==> src/rtl/fetch_pkg.sv <==
// Shared constants and state encoding for the instruction-fetch front end.
package fetch_pkg;
   localparam logic [31:0] RESET_PC_DEF = 32'h0000_3000;
   localparam logic [31:0] NOP          = 32'h0000_0000;
   localparam logic [31:0] PC_INC       = 32'd4;

   typedef enum logic {
      S_FETCH = 1'b0,
      S_HOLD  = 1'b1
   } fetch_state_e;
endpackage

==> src/rtl/fetch_npc.sv <==
// PC register, next-PC mux (sequential / redirect target) and pending-redirect register.
module fetch_npc
   import fetch_pkg::*;
#(
   parameter logic [31:0] RESET_PC = RESET_PC_DEF
) (
   input  logic        clk,
   input  logic        RESET,
   input  logic        capture,
   input  logic [31:0] cap_tgt,
   input  logic        load,
   output logic [31:0] pc,
   output logic        redir_active
);
   logic        pend_v;
   logic [31:0] pend_tgt;
   logic [31:0] redir_tgt;

   // A live redirect overrides an older pending one (last wins).
   assign redir_active = capture || pend_v;
   assign redir_tgt    = capture ? cap_tgt : pend_tgt;

   always_ff @(posedge clk) begin
      if (RESET) begin
         pc       <= RESET_PC;
         pend_v   <= 1'b0;
         pend_tgt <= NOP;
      end else if (load) begin
         pc       <= redir_active ? redir_tgt : pc + PC_INC;
         pend_v   <= 1'b0;
      end else if (capture) begin
         pend_v   <= 1'b1;
         pend_tgt <= cap_tgt;
      end
   end
endmodule

==> src/rtl/fetch_stage.sv <==
// Instruction-fetch front end: request/ready fetch, stall hold buffer, D-stage redirects.
// Build option FETCH_DELAY_SLOT_EN selects delay-slot redirects; default squashes the fetch.
//
// state   | meaning
// S_FETCH | request outstanding, IM_Req=1
// S_HOLD  | instruction buffered while stalled, IM_Req=0
module fetch_stage
   import fetch_pkg::*;
#(
   parameter logic [31:0] RESET_PC = RESET_PC_DEF
) (
   input  logic        clk,
   input  logic        RESET,
   input  logic        STALL_EN_N,
   output logic        IM_Req,
   output logic [31:0] IM_Addr,
   input  logic        IM_Ready,
   input  logic [31:0] IM_Rdata,
   input  logic        D_Redirect,
   input  logic [31:0] D_Target,
   output logic        F_Valid,
   output logic [31:0] F_Instr,
   output logic [31:0] F_InstrAddr
);
   fetch_state_e state, next_state;
   logic [31:0]  hold_instr, hold_addr;
   logic [31:0]  pc;
   logic         redir_active;
   logic         capture, fetch_ready;
   logic         squash, f_valid, handover, pc_load, hold_load;

   assign capture     = !RESET && D_Redirect && !STALL_EN_N;
   assign fetch_ready = (state == S_FETCH) && IM_Ready;

   fetch_npc #(.RESET_PC(RESET_PC)) u_npc (
      .clk          (clk),
      .RESET        (RESET),
      .capture      (capture),
      .cap_tgt      (D_Target),
      .load         (pc_load),
      .pc           (pc),
      .redir_active (redir_active)
   );

   always_comb begin
`ifdef FETCH_DELAY_SLOT_EN
      squash = 1'b0;
`else
      // Kill whatever is arriving or held once a redirect is known.
      squash = redir_active && (fetch_ready || (state == S_HOLD));
`endif
      f_valid    = !RESET && !squash && (fetch_ready || (state == S_HOLD));
      handover   = f_valid && !STALL_EN_N;
      pc_load    = !RESET && (handover || squash);
      hold_load  = !RESET && fetch_ready && STALL_EN_N && !squash;
      next_state = state;
      case (state)
         S_FETCH: if (hold_load) next_state = S_HOLD;
         S_HOLD:  if (pc_load)   next_state = S_FETCH;
         default: next_state = S_FETCH;
      endcase
   end

   always_ff @(posedge clk) begin
      if (RESET) begin
         state      <= S_FETCH;
         hold_instr <= NOP;
         hold_addr  <= NOP;
      end else begin
         state <= next_state;
         if (hold_load) begin
            hold_instr <= IM_Rdata;
            hold_addr  <= pc;
         end
      end
   end

   always_comb begin
      IM_Req      = !RESET && (state == S_FETCH);
      IM_Addr     = pc;
      F_Valid     = f_valid;
      F_Instr     = NOP;
      F_InstrAddr = NOP;
      if (f_valid) begin
         F_Instr     = (state == S_HOLD) ? hold_instr : IM_Rdata;
         F_InstrAddr = (state == S_HOLD) ? hold_addr  : pc;
      end
   end
endmodule

==> config.mk <==
export PLATFORM = sky130hd
export DESIGN_NAME = fetch_stage
export DESIGN_NICKNAME = d
export VERILOG_FILES = /design/src/rtl/fetch_pkg.sv /design/src/rtl/fetch_npc.sv /design/src/rtl/fetch_stage.sv
export SDC_FILE = /design/constraint.sdc
export NUM_CORES = 1
export LEC_CHECK = 0
export ABC_AREA = 0
export BUFFER_PORTS_ARGS = -buffer_cell sky130_fd_sc_hd__clkbuf_2
export CORE_UTILIZATION = 35
export DETAILED_ROUTE_END_ITERATION = 6
export HOLD_SLACK_MARGIN = 0.08
export SETUP_SLACK_MARGIN = 0.5
export SLEW_MARGIN = 20
export SYNTH_ARGS = -nofsm -noshare
export SYNTH_HDL_FRONTEND = slang
export SYNTH_HIERARCHICAL = 1
export SYNTH_SLANG_ARGS = --single-unit
==> constraint.sdc <==
create_clock -name clk -period 3.65 [get_ports clk]
set_input_delay 0.5475 -clock clk [delete_from_list [all_inputs] [get_ports clk]]
set_output_delay 0.5475 -clock clk [all_outputs]
set_load 0.05 [all_outputs]
==> impl_metrics.yaml, run 1 <==
cells_and_area:
  instances_no_fill: 1262
  diodes: 0
  final_common_cell: "clkbuf_2"
  final_cell_mix: "clkbuf_2 (149), nand2_1 (146), dfxtp_1 (129), o21ai_0 (80), nand3_1 (76)"
  syn_to_final_growth_pct: 34.5
  drive_above_1_share_pct: 28.2
  fill_cells: 1838
  nets: 1085
  fin_area_um2: 9040
grt:
  grt_max_degree: 67
  antenna_found_initial: 0
  track_usage_pct: 20.7
  grt_pass1_vias: 6106
  grt_pass1_wl_um: 32500
  grt-ovfl-total: 0
timing:
  timing.fmax_mhz: 337
  tightest_slew_ns: 0.914
  finalSetupViolations: 0
  rsz0062_at_grt: "no"
  relSlewSlack_pct: 38.9
  skew_ns: 0.00634
  min_period_ns: 2.97
  finalHoldViolCount: 0
  fin_tns_setup_ns: 0
  final-max-slew-violation-count: 0
  finalCritPeriodShare_pct: 81.3
route:
  via_per_inst: 5.38
  ant_nets: 0
  wl_per_cell_um: 16.0
  wirelength_um: 20200
  drtPass1Iterations: 6
  vias: 6784
  drc: 0
  drt-initial-drc-count: 481
worst_hold_path:
  hp-class: "primary input to flip-flop"
  hold_start: "D_Target[28]"
  worstHoldEndpoint: "u_npc/pend_tgt[28]"
  holdPathStages: 3
clocking:
  cts_setup_buffers: 0
  clkTransAtPathRegs_ns: 0.06
  cts_root_buf: "clkbuf_16"
  clock-sinks: 130
  clk-insertion-delay-late_ns: 0.42
  hold_buffers: 0
  clockBufferDepth: 2
  htree_levels: 4
  cts_inserted_buffers: 17
  cts_tree: "built"
synthesis:
  synth_cells: 877
  async_flop_share_pct: 0
  yosysSeqAreaShare_pct: 38.7
  synth_warnings: 6
  ys_ff_latch: 130
  synth-main-ff-cell: "dfxtp_1"
  syn-num-nets: 947
  synthesis.area_um2: 6720
  synth.distinct_cells: 55
  avgSynthCellArea_um2: 7.66
  synth_edf_count: 0
setup_path:
  reg2regPathDepth: 6
  required_ns: 3.10
  slowest_stage: "dfxtp_4"
  r2r_start: "u_npc/pc[3]"
  slowest_delay_ns: 0.69
  critPathLaunchType: "flip-flop"
  critPathCaptureType: "output port"
  r2r_slack_ns: 1.05
  cp.arrival_ns: 2.42
  reg2reg_to: "u_npc/pc[26]"
  cp_cell_sequence: "buf_4 > mux2i_1 > nor2_4 > clkbuf_2"
  criticalPathCategory: "flip-flop to output port"
  worstPathMaxFanout: 36
placement:
  io_buffers: 166
  hpwl_um: 13500
  placed_cells: 1230
  gp_congestion: 0.791
  place_area_um2: 8330
floorplanning:
  chipWidth_um: 141
  core_area_um2: 18800
  rows: 50
  dieArea_um2: 19800
  initial_core_util_pct: 35.8
  ios: 167
  die_h_um: 141
power_and_ir_drop:
  p_leak_nw: 3.26
  power.total_mw: 4.09
  power_density_nw_per_um2: 452
  vdd_drop_max_mv: 0.324
status:
  status: "completed"
job:
  maxCapViolations: 0
==> worst max-delay path: cells and delay by family, from the launching register on <==
| family | cells | cell delay [ns] |
|---|---|---|
| multiplexers | 1 | 0.36 |
| flip-flops | 1 | 0.69 |
| buffers and inverters | 2 | 0.86 |
| AND/OR/NAND/NOR | 1 | 0.04 |
==> how the worst max path moves through the flow <==
stage,from,endpoint,cells after the start
final,state,F_Instr[24],4
after floorplan,D_Redirect,F_InstrAddr[10],9
after global routing,state,F_Instr[0],4
after global placement,RESET,F_Instr[0],7
after CTS,RESET,F_Instr[31],7
after detailed placement,RESET,F_Instr[31],7
==> per-stage QoR <==
stage | hold WS, ns | worst slack, ns | utilization (%)
5_1_grt | 0.349 | 0.542 | 48.2
2_1_floorplan | 0.428 | 0.436 | -
3_5_place_dp | 0.442 | 0.524 | 44.4
6_report | 0.355 | 0.682 | 48.2
3_3_place_gp | 0.436 | 0.547 | 44.4
4_1_cts | 0.344 | 0.523 | 48.1
==> sequential cells by signal, summed over array words and instances (netlist names) <==
name	count
u_npc/pend_tgt	32
state	1
hold_addr	32
u_npc/pc	32
u_npc/pend_v	1
hold_instr	32
==> cell families (layout without fill, tap and decap cells) <==
logic type / after synthesis / count (layout) / share of synthesized area [%]
adders and majority gates: 1 / 1 / 0.186
muxes: 75 / 75 / 11.2
and+or+nand+nor: 380 / 380 / 25.3
AOI/OAI and AO/OA: 209 / 209 / 18.1
DFF: 130 / 130 / 38.7
buffers and inverters: 82 / 233 / 6.53
==> synth_stat cells (all sizes together), types with 2 or more instances <==
cell / n / area, um2
nor3: 15 / 80.1
nand3: 79 / 418
nor2b: 4 / 25.0
or4: 4 / 33.8
a41oi: 4 / 35.0
nor3b: 3 / 22.5
clkbuf: 37 / 139
mux2i: 74 / 741
and3: 3 / 18.8
o22ai: 5 / 31.3
a2bb2oi: 2 / 17.5
o21ai: 100 / 500
a21oi: 50 / 250
nor2: 104 / 390
a22o: 4 / 35.0
o221ai: 8 / 70.1
a31oi: 11 / 68.8
dfxtp: 130 / 2600
nand2b: 5 / 31.3
nor4: 5 / 43.8
a211oi: 3 / 22.5
nand4: 6 / 37.5
nand2: 146 / 548
a311oi: 5 / 43.8
a21o: 3 / 22.5
a22oi: 4 / 30.0
buf: 34 / 259
nand4b: 2 / 17.5
inv: 10 / 37.5
==> power by group <==
part	internal, mW	switching (mW)	leakage (nW)
logic	0.171	0.375	1.87
registers	1.46	0.0412	1.05
clock network	1.39	0.652	0.335
total	3.02	1.07	3.26
==> final cells by class <==
class	count	area, um2	share of cell area [%]
Multi-Input combinational cell	665	4070	45.0
Sequential cell	130	2610	28.8
Timing Repair Buffer	190	1320	14.6
Clock buffer	19	453	5.01
Tap cell	234	293	3.24
Clock inverter	13	255	2.82
Inverter	11	43.8	0.484
==> what timing repair did <==
item                                   in CTS  in global routing
setup endpoints to repair                   0                 30
endpoints found under the hold margin       0                  0
gates resized for setup                     0                  1
==> metal layers <==
metal / track usage (%) / share of wire (%)
met1: 30.2 / 49
met2: 30.3 / 43
met3: 4.69 / 6.6
met4: 5.95 / 1.1
met5: 0 / 0
(Power assumes the default switching activity.)
==> run 2, diff against run 1 <==
ABC_AREA = 1   (was 0)
clock period = 2.7 ns   (was 3.65 ns; I/O delays follow)
==> run 2 against run 1 <==
Against the previous run: non-clock buffer count up 10; register-to-register slack got worse by 0.25 ns; first-iteration DRC count is 14% higher; sequential cell count is the same; global-route usage fell by 0.28 points; critical path depth up 3; via count up 19%; final cell count increased by 32%; clock skew about the same; synthesized area up 12%; clock-buffer cell count up 4; critical path type unchanged; largest cell class unchanged; highest routed layer unchanged.
==> impl_metrics.yaml, run 2 <==
status:
  status: "completed"
cells_and_area:
  drive_above_1_share_pct: 24.2
  final_common_cell: "nand2_1"
  final_cell_mix: "nand2_1 (261), nor2_1 (187), a21oi_1 (155), inv_1 (144), dfxtp_1 (129)"
  nets: 1450
  diodes: 0
  syn_to_final_growth_pct: 38.6
  finalCoreUtilization_pct: 49.6
power_and_ir_drop:
  p_switching_mw: 1.58
  combPwrFrac_pct: 18.7
  p_leak_nw: 4.63
  p_int_mw: 3.89
  p_clk_share_pct: 43.6
  seqPwrFrac_pct: 37.7
  vdd_drop_max_mv: 0.447
  power_density_nw_per_um2: 524
  swShare_pct: 28.9
setup_path:
  worstPathMaxFanout: 8
  critPathCaptureType: "output port"
  critPathLaunchType: "flip-flop"
  cp.arrival_ns: 1.78
  required_ns: 2.30
  criticalPathCategory: "flip-flop to output port"
floorplanning:
  core_area_um2: 21000
  dieArea_um2: 22100
  die_h_um: 149
  initial_core_util_pct: 35.8
  chipWidth_um: 149
  ios: 167
  rows: 53
clocking:
  htree_levels: 4
  cts_inserted_buffers: 17
  clockBufferDepth: 2
  clkTransAtPathRegs_ns: 0.06
  clock-sinks: 130
  cts_tree: "built"
  hold_buffers: 0
  cts_root_buf: "clkbuf_16"
  clk-insertion-delay-late_ns: 0.42
grt:
  antenna_found_initial: 0
  grt_max_degree: 90
  grt_pass1_vias: 6934
  grt-ovfl-total: 0
  grt_pass1_wl_um: 35900
  track_usage_pct: 20.4
synthesis:
  synth-main-ff-cell: "dfxtp_1"
  synth_top_area_share_pct: 34.6
  ys_top_cells_by_count: "nand2_1 (263), nor2_1 (252), a21oi_1 (162), inv_1 (146), dfxtp_1 (130)"
  yosysMostFrequentCell: "nand2_1"
  yosysSeqAreaShare_pct: 34.6
  synth.distinct_cells: 26
  yosys.area.top_type: "dfxtp_1"
  synth_warnings: 6
  ys_ff_latch: 130
  avgSynthCellArea_um2: 6.07
  synth_edf_count: 0
  async_flop_share_pct: 0
  synthesis.area_um2: 7520
  synth.area.top_cells: "dfxtp_1 (35%), nand2_1 (13%), nor2_1 (13%), a21oi_1 (11%), nand3_1 (7.5%)"
  synth_cells: 1240
  syn-num-nets: 1310
timing:
  fin_tns_setup_ns: 0
  relSlewSlack_pct: 53.7
  rsz0062_at_grt: "yes"
  finalCritPeriodShare_pct: 81.1
  tightest_slew_ns: 0.693
  min_period_ns: 2.19
  final-max-slew-violation-count: 0
  finalSetupViolations: 0
  skew_ns: 0.00674
  finalHoldViolCount: 0
  timing.fmax_mhz: 457
placement:
  io_buffers: 166
  hpwl_um: 14600
  gp_congestion: 0.807
route:
  drtPass1Iterations: 5
  wirelength_um: 23500
  drt-initial-drc-count: 546
  ant_nets: 0
  vias: 8053
  drc: 0
  wl_per_cell_um: 14.1
  via_per_inst: 4.83
job:
  maxCapViolations: 0
worst_hold_path:
  hp-class: "primary input to flip-flop"
## run 2: changes by cell type after synthesis, sizes merged, moves of 24 or more
cell / before / now
buf: 34 / 65
nand3: 79 / 113
mux2i: 74 / 1
a21oi: 50 / 162
o21ai: 100 / 24
o22ai: 5 / 29
inv: 10 / 150
nand2: 146 / 270
nor2: 104 / 268
## run 2: repair_timing
item                       CTS  global route
setup endpoints to repair   70            76
resized for setup           86            76
gates cloned                 6             5
setup buffers                4             0
pin swaps                    2             1
## run 2: critical path, stage by stage, from the launching register on
cell,delay (ns)
dfxtp_4,0.41
inv_2,0.07
nand2_4,0.10
nand3_4,0.11
buf_12,0.19
buf_16,0.17
nor2_4,0.08
clkbuf_4,0.23
## run 2: final timing paths
| check | slack [ns] | from | depth (start not counted) | to |
|---|---|---|---|---|
| worst max-delay path | 0.51 | state | 7 | F_InstrAddr[17] |
| worst min-delay path | 0.27 | D_Target[29] | 3 | u_npc/pend_tgt[29] |
| worst max register to register | 0.80 | u_npc/pend_v | 9 | u_npc/pc[6] |
| worst min register to register | 0.46 | u_npc/pend_tgt[1] | 2 | u_npc/pend_tgt[1] |
## run 2: final cells by class
| class | count | area [um2] |
|---|---|---|
| Fill cell | 2114 | 10600 |
| Multi-Input combinational cell | 880 | 4520 |
| Sequential cell | 130 | 2610 |
| Timing Repair Buffer | 200 | 1760 |
| Inverter | 150 | 584 |
| Clock buffer | 23 | 478 |
| Tap cell | 275 | 344 |
| Clock inverter | 9 | 128 |
| Timing Repair inverter | 1 | 8.76 |
## run 2: kinds of logic after synthesis
family	synth area share (%)
AOI/OAI and AO/OA	15.2
xor gates and xnor gates	0.466
adders and majority gates	0.166
buffers and inverters	12.7
DFF	34.6
muxes	0.133
and+or+nand+nor	36.8
## run 2: power groups by stage
stage / combinational [mW] / clock, mW / sequential, mW
after floorplan: 0.670 / 0 / 2.12
after global placement: 0.880 / 0 / 2.10
after detailed placement: 0.885 / 0 / 2.10
after CTS: 0.973 / 2.44 / 2.06
after global routing: 1.11 / 2.53 / 2.07
final: 1.02 / 2.38 / 2.06
## run 2: stage by stage
| step | hold WS (ns) | instance area, um2 | power, mW | setup WS (ns) | instances |
|---|---|---|---|---|---|
| after floorplan | 0.423 | 8160 | 2.79 | 0.321 | 1240 |
| after global routing | 0.282 | 10400 | 5.71 | 0.449 | 1668 |
| after CTS | 0.255 | 10200 | 5.47 | 0.475 | 1663 |
| after detailed placement | 0.447 | 9100 | 2.98 | 0.0761 | 1621 |
| after global placement | 0.435 | 9100 | 2.98 | 0.101 | 1621 |
| final | 0.273 | 10400 | 5.46 | 0.510 | 1668 |
## run 2: per-layer routing
layer / share of wire [%] / global-route usage, %
met3: 6.2 / 3.90
met5: 0 / 0
met4: 1.0 / 5.82
met2: 44 / 30.4
met1: 49 / 29.7
